===== config.mk =====
export PLATFORM = sky130hd
export DESIGN_NAME = mul_seq_32
export DESIGN_NICKNAME = d
export VERILOG_FILES = /design/src/rtl/mul_pkg.sv /design/src/rtl/adder_32.sv /design/src/rtl/mul_seq_32.sv
export SDC_FILE = /design/constraint.sdc
export NUM_CORES = 1
export LEC_CHECK = 0
export CORE_UTILIZATION = 45
export CTS_CLUSTER_SIZE = 24
export DETAILED_ROUTE_END_ITERATION = 10
export GPL_TIMING_DRIVEN = 0
export PLACE_DENSITY = 0.75
export SLEW_MARGIN = 10
export SYNTH_ARGS = -nofsm -noshare
export SYNTH_HDL_FRONTEND = slang
export SYNTH_SLANG_ARGS = --single-unit

===== constraint.sdc =====
create_clock -name clk -period 19.5 [get_ports clk]
set_clock_uncertainty 0.1 [all_clocks]
set_input_delay 1.95 -clock clk [delete_from_list [all_inputs] [get_ports clk]]
set_output_delay 1.95 -clock clk [all_outputs]
set_load 0.01 [all_outputs]

===== src/rtl/mul_pkg.sv =====
// Shared types and constants for the sequential shift-add multiplier.
// Holds the FSM encoding and the carry-out recovery used around adder_32.
package mul_pkg;

  localparam int MUL_WIDTH = 32;
  localparam int MUL_ITERS = 32;

  typedef enum logic [1:0] {
    IDLE = 2'd0,
    RUN  = 2'd1,
    DONE = 2'd2
  } state_t;

  // adder_32 has no carry port; the top carry follows from the MSBs and sum.
  function automatic logic carry_out(input logic a_msb, input logic b_msb,
                                     input logic sum_msb);
    return (a_msb & b_msb) | ((a_msb ^ b_msb) & ~sum_msb);
  endfunction

endpackage


===== src/rtl/adder_32.sv =====
// 32-bit gate-level ripple-carry adder; combinational, no backpressure.
// v flags signed overflow (carry into MSB differs from carry out of MSB).
module adder_32 (
  input  logic [31:0] a,
  input  logic [31:0] b,
  input  logic        cin,
  output logic [31:0] sum,
  output logic        v
);

  logic [32:0] c;

  assign c[0] = cin;

  for (genvar i = 0; i < 32; i++) begin : g_fa
    assign sum[i]   = a[i] ^ b[i] ^ c[i];
    assign c[i + 1] = (a[i] & b[i]) | ((a[i] ^ b[i]) & c[i]);
  end

  assign v = c[32] ^ c[31];

endmodule


===== src/rtl/mul_seq_32.sv =====
// Unsigned 32x32->64 shift-add multiplier, one multiplier bit per cycle; 33-cycle latency,
// start ignored while busy. MUL_EARLY_EXIT_EN: finish early once remaining multiplier bits are zero.
module mul_seq_32
  import mul_pkg::*;
#(
  parameter int WIDTH = 32,
  parameter int CNT_W = 6
) (
  input  logic                 clk,
  input  logic                 reset,
  input  logic                 start,
  input  logic                 abort,
  input  logic [WIDTH-1:0]     op_a,
  input  logic [WIDTH-1:0]     op_b,
  output logic                 busy,
  output logic                 done,
  output logic [2*WIDTH-1:0]   product
);

  if (WIDTH != MUL_WIDTH) begin : g_bad_width
    $error("mul_seq_32: WIDTH must be %0d to match adder_32", MUL_WIDTH);
  end
  if (CNT_W < $clog2(WIDTH + 1)) begin : g_bad_cnt
    $error("mul_seq_32: CNT_W too narrow for WIDTH");
  end

  state_t             state;
  logic [WIDTH-1:0]   mcand;
  logic [WIDTH-1:0]   acc_hi;
  logic [WIDTH-1:0]   acc_lo;
  logic [CNT_W-1:0]   cnt;

  logic [WIDTH-1:0]   b_sel;
  logic [WIDTH-1:0]   sum;
  logic               v_unused;
  logic               cout;
  logic               accept;
  logic               last_iter;

  assign b_sel = acc_lo[0] ? mcand : '0;

  adder_32 u_add (
    .a   (acc_hi),
    .b   (b_sel),
    .cin (1'b0),
    .sum (sum),
    .v   (v_unused)
  );

  assign cout      = carry_out(acc_hi[WIDTH-1], b_sel[WIDTH-1], sum[WIDTH-1]);
  assign accept    = start & ~abort;
  assign last_iter = (cnt == CNT_W'(MUL_ITERS - 1));
  assign product   = {acc_hi, acc_lo};

`ifdef MUL_EARLY_EXIT_EN
  // Low (32-cnt) bits of acc_lo are the multiplier bits not yet consumed.
  logic [WIDTH-1:0]   rest_bits;
  logic               rest_zero;
  logic [CNT_W-1:0]   shamt;
  logic [2*WIDTH-1:0] shifted;

  assign rest_bits = acc_lo << cnt;
  assign rest_zero = (rest_bits == '0);
  assign shamt     = CNT_W'(MUL_ITERS) - cnt;
  assign shifted   = {acc_hi, acc_lo} >> shamt;
`endif

  always_ff @(posedge clk or posedge reset) begin
    if (reset) begin
      state  <= IDLE;
      busy   <= 1'b0;
      done   <= 1'b0;
      mcand  <= '0;
      acc_hi <= '0;
      acc_lo <= '0;
      cnt    <= '0;
    end else begin
      done <= 1'b0;
      case (state)
        IDLE, DONE: begin
          if (accept) begin
            mcand  <= op_a;
            acc_hi <= '0;
            acc_lo <= op_b;
            cnt    <= '0;
            state  <= RUN;
            busy   <= 1'b1;
          end else begin
            state <= IDLE;
            busy  <= 1'b0;
          end
        end
        RUN: begin
          if (abort) begin
            state <= IDLE;
            busy  <= 1'b0;
          end
`ifdef MUL_EARLY_EXIT_EN
          else if (rest_zero) begin
            {acc_hi, acc_lo} <= shifted;
            state <= DONE;
            busy  <= 1'b0;
            done  <= 1'b1;
          end
`endif
          else begin
            acc_hi <= {cout, sum[WIDTH-1:1]};
            acc_lo <= {sum[0], acc_lo[WIDTH-1:1]};
            cnt    <= cnt + CNT_W'(1);
            if (last_iter) begin
              state <= DONE;
              busy  <= 1'b0;
              done  <= 1'b1;
            end
          end
        end
        default: begin
          state <= IDLE;
          busy  <= 1'b0;
        end
      endcase
    end
  end

endmodule


== Yosys cells after proc, flatten, opt, wreduce, memory -nomap -nowiden ==
Cells that the tools add are included.
Cells by class
  $add $sub $neg: 1
  equal/unequal tests: 6
  muxes and demuxes: 21
  bitwise operators: 160
  reductions and logical operators: 5
Operators with widths (count)
  two-way mux 32 bit: 5
  one-hot mux 32 bit (2 select lines): 2
  AND 1 bit: 64
  XOR 1 bit: 63
  bitwise OR 1 bit: 31
  two-way mux 6 bit: 2
  one-hot mux 6 bit (2 select lines): 1
  two-way mux 1 bit: 7
  adder 6 x 1 -> 6 bit (second input constant): 1
  equality test 6 x 5 -> 1 bit (second input constant): 1
  two-way mux 2 bit: 2
  != test 2 bit (second input constant): 2
  one-hot mux 2 bit (2 select lines): 1
  != test 3 bit (second input constant): 1
  AND reduction 3 bit: 1
  equality test 2 x 1 -> 1 bit (second input constant): 1
  equality test 2 bit (second input constant): 1
  logical NOT 2 bit: 1
  inverter 1 bit: 2
  one-hot mux 1 bit (2 select lines): 1
  AND reduction 2 bit: 1
  nonzero test 2 bit: 1
  OR reduction 2 bit: 1
Word-level totals
  register bits: 106
  input bits: 68
  output and inout port bits: 66

== Longest topological paths before layout ==
  depth in word-level cells: 68
  depth in mapped cells: 37
  gate-level depth less buffers: 37

== Modules after synthesis ==
Synthesis repeated with hierarchy kept, for this count alone.
Unflattened totals
  cell total of the unflattened synthesis: 399
  area, all modules: 5454.0 um2
Modules (own cells, without submodules)
  mul_seq_32: instances 1, cells an instance 361, area an instance 4785.8 um2, sequential area each 2652.5 um2
  adder_32: instances 1, cells an instance 38, area an instance 668.1 um2, sequential area each 0.0 um2

== Worst setup path before layout ==
Ideal clock, no wire load.
  path kind: reg2reg
  start: reg acc_lo[0]
  end: reg acc_hi[30]
  arrival time: 12.835 ns
  slack: 6.437 ns
  cell stages (with the launch flop): 37
  path buffers: 1
  period minus slack after synthesis: 13.063 ns
  path through: dfrtp_1 clkbuf_1 nand2_1 fa_1 fa_1 fa_1 fa_1 fa_1 fa_1 fa_1 fa_1 fa_1 fa_1 fa_1 fa_1 fa_1 fa_1 fa_1 fa_1 fa_1 fa_1 fa_1 fa_1 fa_1 fa_1 fa_1 fa_1 fa_1 fa_1 fa_1 fa_1 fa_1 fa_1 inv_1 fa_1 nand3b_1 o21ai_0
On the way
  longest elaborated chain between the ends: 65
RTL lines
  start, declared: line mul_seq_32.sv:30  | logic [WIDTH-1:0] acc_lo;
  start signal, assigned: line mul_seq_32.sv:84  | acc_lo <= op_b;
  start signal, assigned: line mul_seq_32.sv:108  | acc_lo <= {sum[0], acc_lo[WIDTH-1:1]};
  two-way mux 32 bit *: line mul_seq_32.sv:40  | assign b_sel = acc_lo[0] ? mcand : '0;
  XOR 1 bit or AND 1 bit (tied branches): line adder_32.sv:17  | assign c[i + 1] = (a[i] & b[i]) | ((a[i] ^ b[i]) & c[i]);
  AND 1 bit: line adder_32.sv:17
  bitwise OR 1 bit: line adder_32.sv:17
  AND 1 bit: line adder_32.sv:17
  bitwise OR 1 bit: line adder_32.sv:17
  AND 1 bit: line adder_32.sv:17
  bitwise OR 1 bit: line adder_32.sv:17
  [... 49 more ...]
  bitwise OR 1 bit: line adder_32.sv:17
  AND 1 bit: line adder_32.sv:17
  bitwise OR 1 bit: line adder_32.sv:17
  AND 1 bit: line adder_32.sv:17
  bitwise OR 1 bit: line adder_32.sv:17
  XOR 1 bit *: line adder_32.sv:16  | assign sum[i] = a[i] ^ b[i] ^ c[i];
  two-way mux 32 bit *: line mul_seq_32.sv:94  | if (abort) begin
  one-hot mux 32 bit (2 select lines) *: line mul_seq_32.sv:79  | case (state)
  end signal, assigned: line mul_seq_32.sv:107  | acc_hi <= {cout, sum[WIDTH-1:1]};
  end, declared: line mul_seq_32.sv:29  | logic [WIDTH-1:0] acc_hi;
Mark *: on every way between the ends. The rest lies on a longest branch, timed or not. The select of a mux whose other input is x is not followed.
A chain may end at the register's enable or synchronous reset.

== Worst setup path after layout ==
Ends and elaborated chain as after synthesis.

==> run summary <==
Status: finished, final reports clean
Core area: 10,900 um2
Crit-path max cell delay: 500 ps
Post-CTS Setup Bufs: 0
Deepest clock path buffer count: 2
Mapped Cells: 499
Post-synth cell types: 30
Worst skew pair latency: 340 ps
Post-DP HPWL: 9.21 mm
Die Y: 109 um
Die W: 109 um
Min-delay src: mcand[0]
Clock sink total: 106
Fin nets: 745
Share of the synthesized area in the top cell type: 51.9%
Drt total wl: 12.3 mm
Worst path most repeated cell: fa_1
Worst Hold End: mcand[0]
Port Buffers: 133
EDFF count, synth: 0
H-Tree Depth: 3
Grt ovf: 0
CP arrival: 14,070 ps
Mapped cell area: 5110 um2
Critical Path Start Type: register
Rel. slew slack: 51.8%
Most frequent cells after synthesis: nand2_1 (132), dfrtp_1 (106), o21ai_0 (39)
Initial Util: 46.7%
Minimum clock period: 13,960 ps
Antenna violation net count after detailed routing: 0
Initial antenna violation count: 0
CP required: 19,610 ps
Reg2Reg Depth: 36
Most frequent cell after synthesis: nand2_1
Critical Path Source: acc_lo[0]
Post-layout util: 63.5%
Largest net degree at the start of global routing: 83
Row cnt: 38
Flops & latches, synth: 106
Peak supply drop: 0.0499 mV
Cell taking the most area after synthesis: dfrtp_1
RSZ-0062 raised after global routing: false
GRT Resource Usage Total: 23.0%
Wire per inst: 15.7 um
Root Driver: clkbuf_16
Comb pwr share: 33.9%
Iteration count of the initial detailed-routing pass: 4
Critical path fanouts, max: 10
Psw: 241 uW
Routed vias/inst: 5.16
Slew @ Worst Pin: 720 ps
Warnings, synthesis: 0
Worst R2R Setup Slack: 5540 ps
Die footprint: 11,800 um2
Main synth FF type: dfrtp_1
Clock transition at the registers of the reported paths: 70 ps
Via count: 4,065
Worst hold path class: reg -> reg
Async SR Flop Fraction: 100%
Reg-to-Reg End: acc_hi[30]
Worst Setup End Kind: register
Cell-internal power: 496 uW
Final instance area: 6940 um2
Io pins: 134
Hold Fails Final Rpt: 0
Hold path cells: 2
DRT iter0 DRCs: 153
Max_cap viols: 0
Sw frac: 32.7%
LEAKAGE: 0.00294 uW
Layout cell share with drive strength beyond 1: 4.01%
First-pass GRT wire length: 20.6 mm
Crit-path slowest cell: dfrtp_1
Setup_tns: 0 ps
Setup CP Type: reg -> reg
Syn nets: 600
CTS tree: yes
DRC: 0
Flop pwr share: 42.2%
Sequential-to-total area share from yosys stat: 51.9%
Power per cell area: 106 nW/um2
Top post-synthesis cells by area: dfrtp_1 (52%), fa_1 (12%), nand2_1 (9.7%), mux2i_1 (6.7%), o21ai_0 (3.8%)
Cts repair resizes: 0
Clock power share: 23.9%
Fmax: 71.7 MHz
Avg Inst Size Synth: 10.2 um2
Vias in the first global route: 4,303
Routability cong.: 0.806
R2r startpoint: acc_lo[0]
Layout area overhead: 35.8%
Fin crit share: 71.6%
# hold bufs at CTS: 0
Final setup viols: 0
Power, Total: 737 uW
Clock buffer count from CTS: 9
N_diodes: 0
Placed Area: 6650 um2
Final Max Slew Viols: 0
## power groups by stage
stage | Combinational (uW) | Sequential [uW] | Clock [uW]
finish | 250 | 311 | 176
detailed placement | 251 | 314 | 0
CTS | 253 | 311 | 180
floorplan | 109 | 325 | 0
global route | 280 | 318 | 187
global placement | 243 | 313 | 0
## state kept, by name, summed over array words and instances, names as in the netlist
signal and count:
acc_hi 32, acc_lo 32, mcand 32, cnt 6, state 2, busy 1
done 1
## final cells by class
type                    instances  area [um2]
inverters                      34         133
fillers                       924        4000
well taps                     140         175
clock inverters                 3        23.8
flip-flops and latches        106        2650
clock buffers                  12         267
plain buffers                  32         130
multi-input cells             327        2200
repair buffers                134        1360
## metal layers
layer,global-route usage [%],vias to the layer above,part of all wire (%)
met4,7.14,0,1.2
met2,38.1,120,48
met5,0,-,0
met1,29.3,2007,43
li1,-,1926,-
met3,6.45,12,7.5
## logic make-up after synthesis
family | Yosys count | share of synthesized area [%]
multiplexers | 34 | 6.66
AND/OR/NAND/NOR | 188 | 15.8
buffers and inverters | 66 | 5.04
flip-flops | 106 | 51.9
adder cells (fa/ha/maj) | 33 | 12.6
AO/OA/AOI/OAI | 72 | 7.93
## critical path: cells and delay by family (launching register included)
family | cells | cell delay, ps
buf+inv | 2 | 470
flops | 1 | 500
fa+ha+maj | 31 | 12410
compound gates | 1 | 110
simple gates | 2 | 220
## placed cells by master, fill, tap and decap left out, types with 3 or more instances in the layout
cell type | Yosys | layout
nand3_1 | 35 | 35
dfrtp_1 | 106 | 106
inv_1 | 34 | 33
fa_1 | 31 | 31
clkbuf_16 | 0 | 9
clkbuf_8 | 0 | 3
clkdlybuf4s50_1 | 0 | 133
mux2i_1 | 34 | 34
clkbuf_1 | 21 | 21
o22ai_1 | 26 | 26
nor2_1 | 4 | 4
o21ai_0 | 39 | 39
nand2_1 | 132 | 132
or3_1 | 5 | 5
buf_2 | 5 | 5
a21oi_1 | 3 | 3
buf_1 | 5 | 5
## stage by stage
step	instances	setup slack [ps]	hold slack [ps]
floorplan	499	6440	337
global placement	772	5830	358
detailed placement	773	5660	362
CTS	788	5540	380
global route	788	5050	399
finish	788	5540	377
## worst max path at each step
stage / end / slack, ps / cells past startpoint
6_report: acc_hi[30] / 5540 / 36
5_1_grt: acc_hi[30] / 5050 / 36
4_1_cts: acc_hi[30] / 5540 / 36
3_5_place_dp: acc_hi[30] / 5660 / 36
3_3_place_gp: acc_hi[30] / 5830 / 36
2_1_floorplan: acc_hi[30] / 6440 / 36
Note: power is estimated with default switching activity, not from simulation.
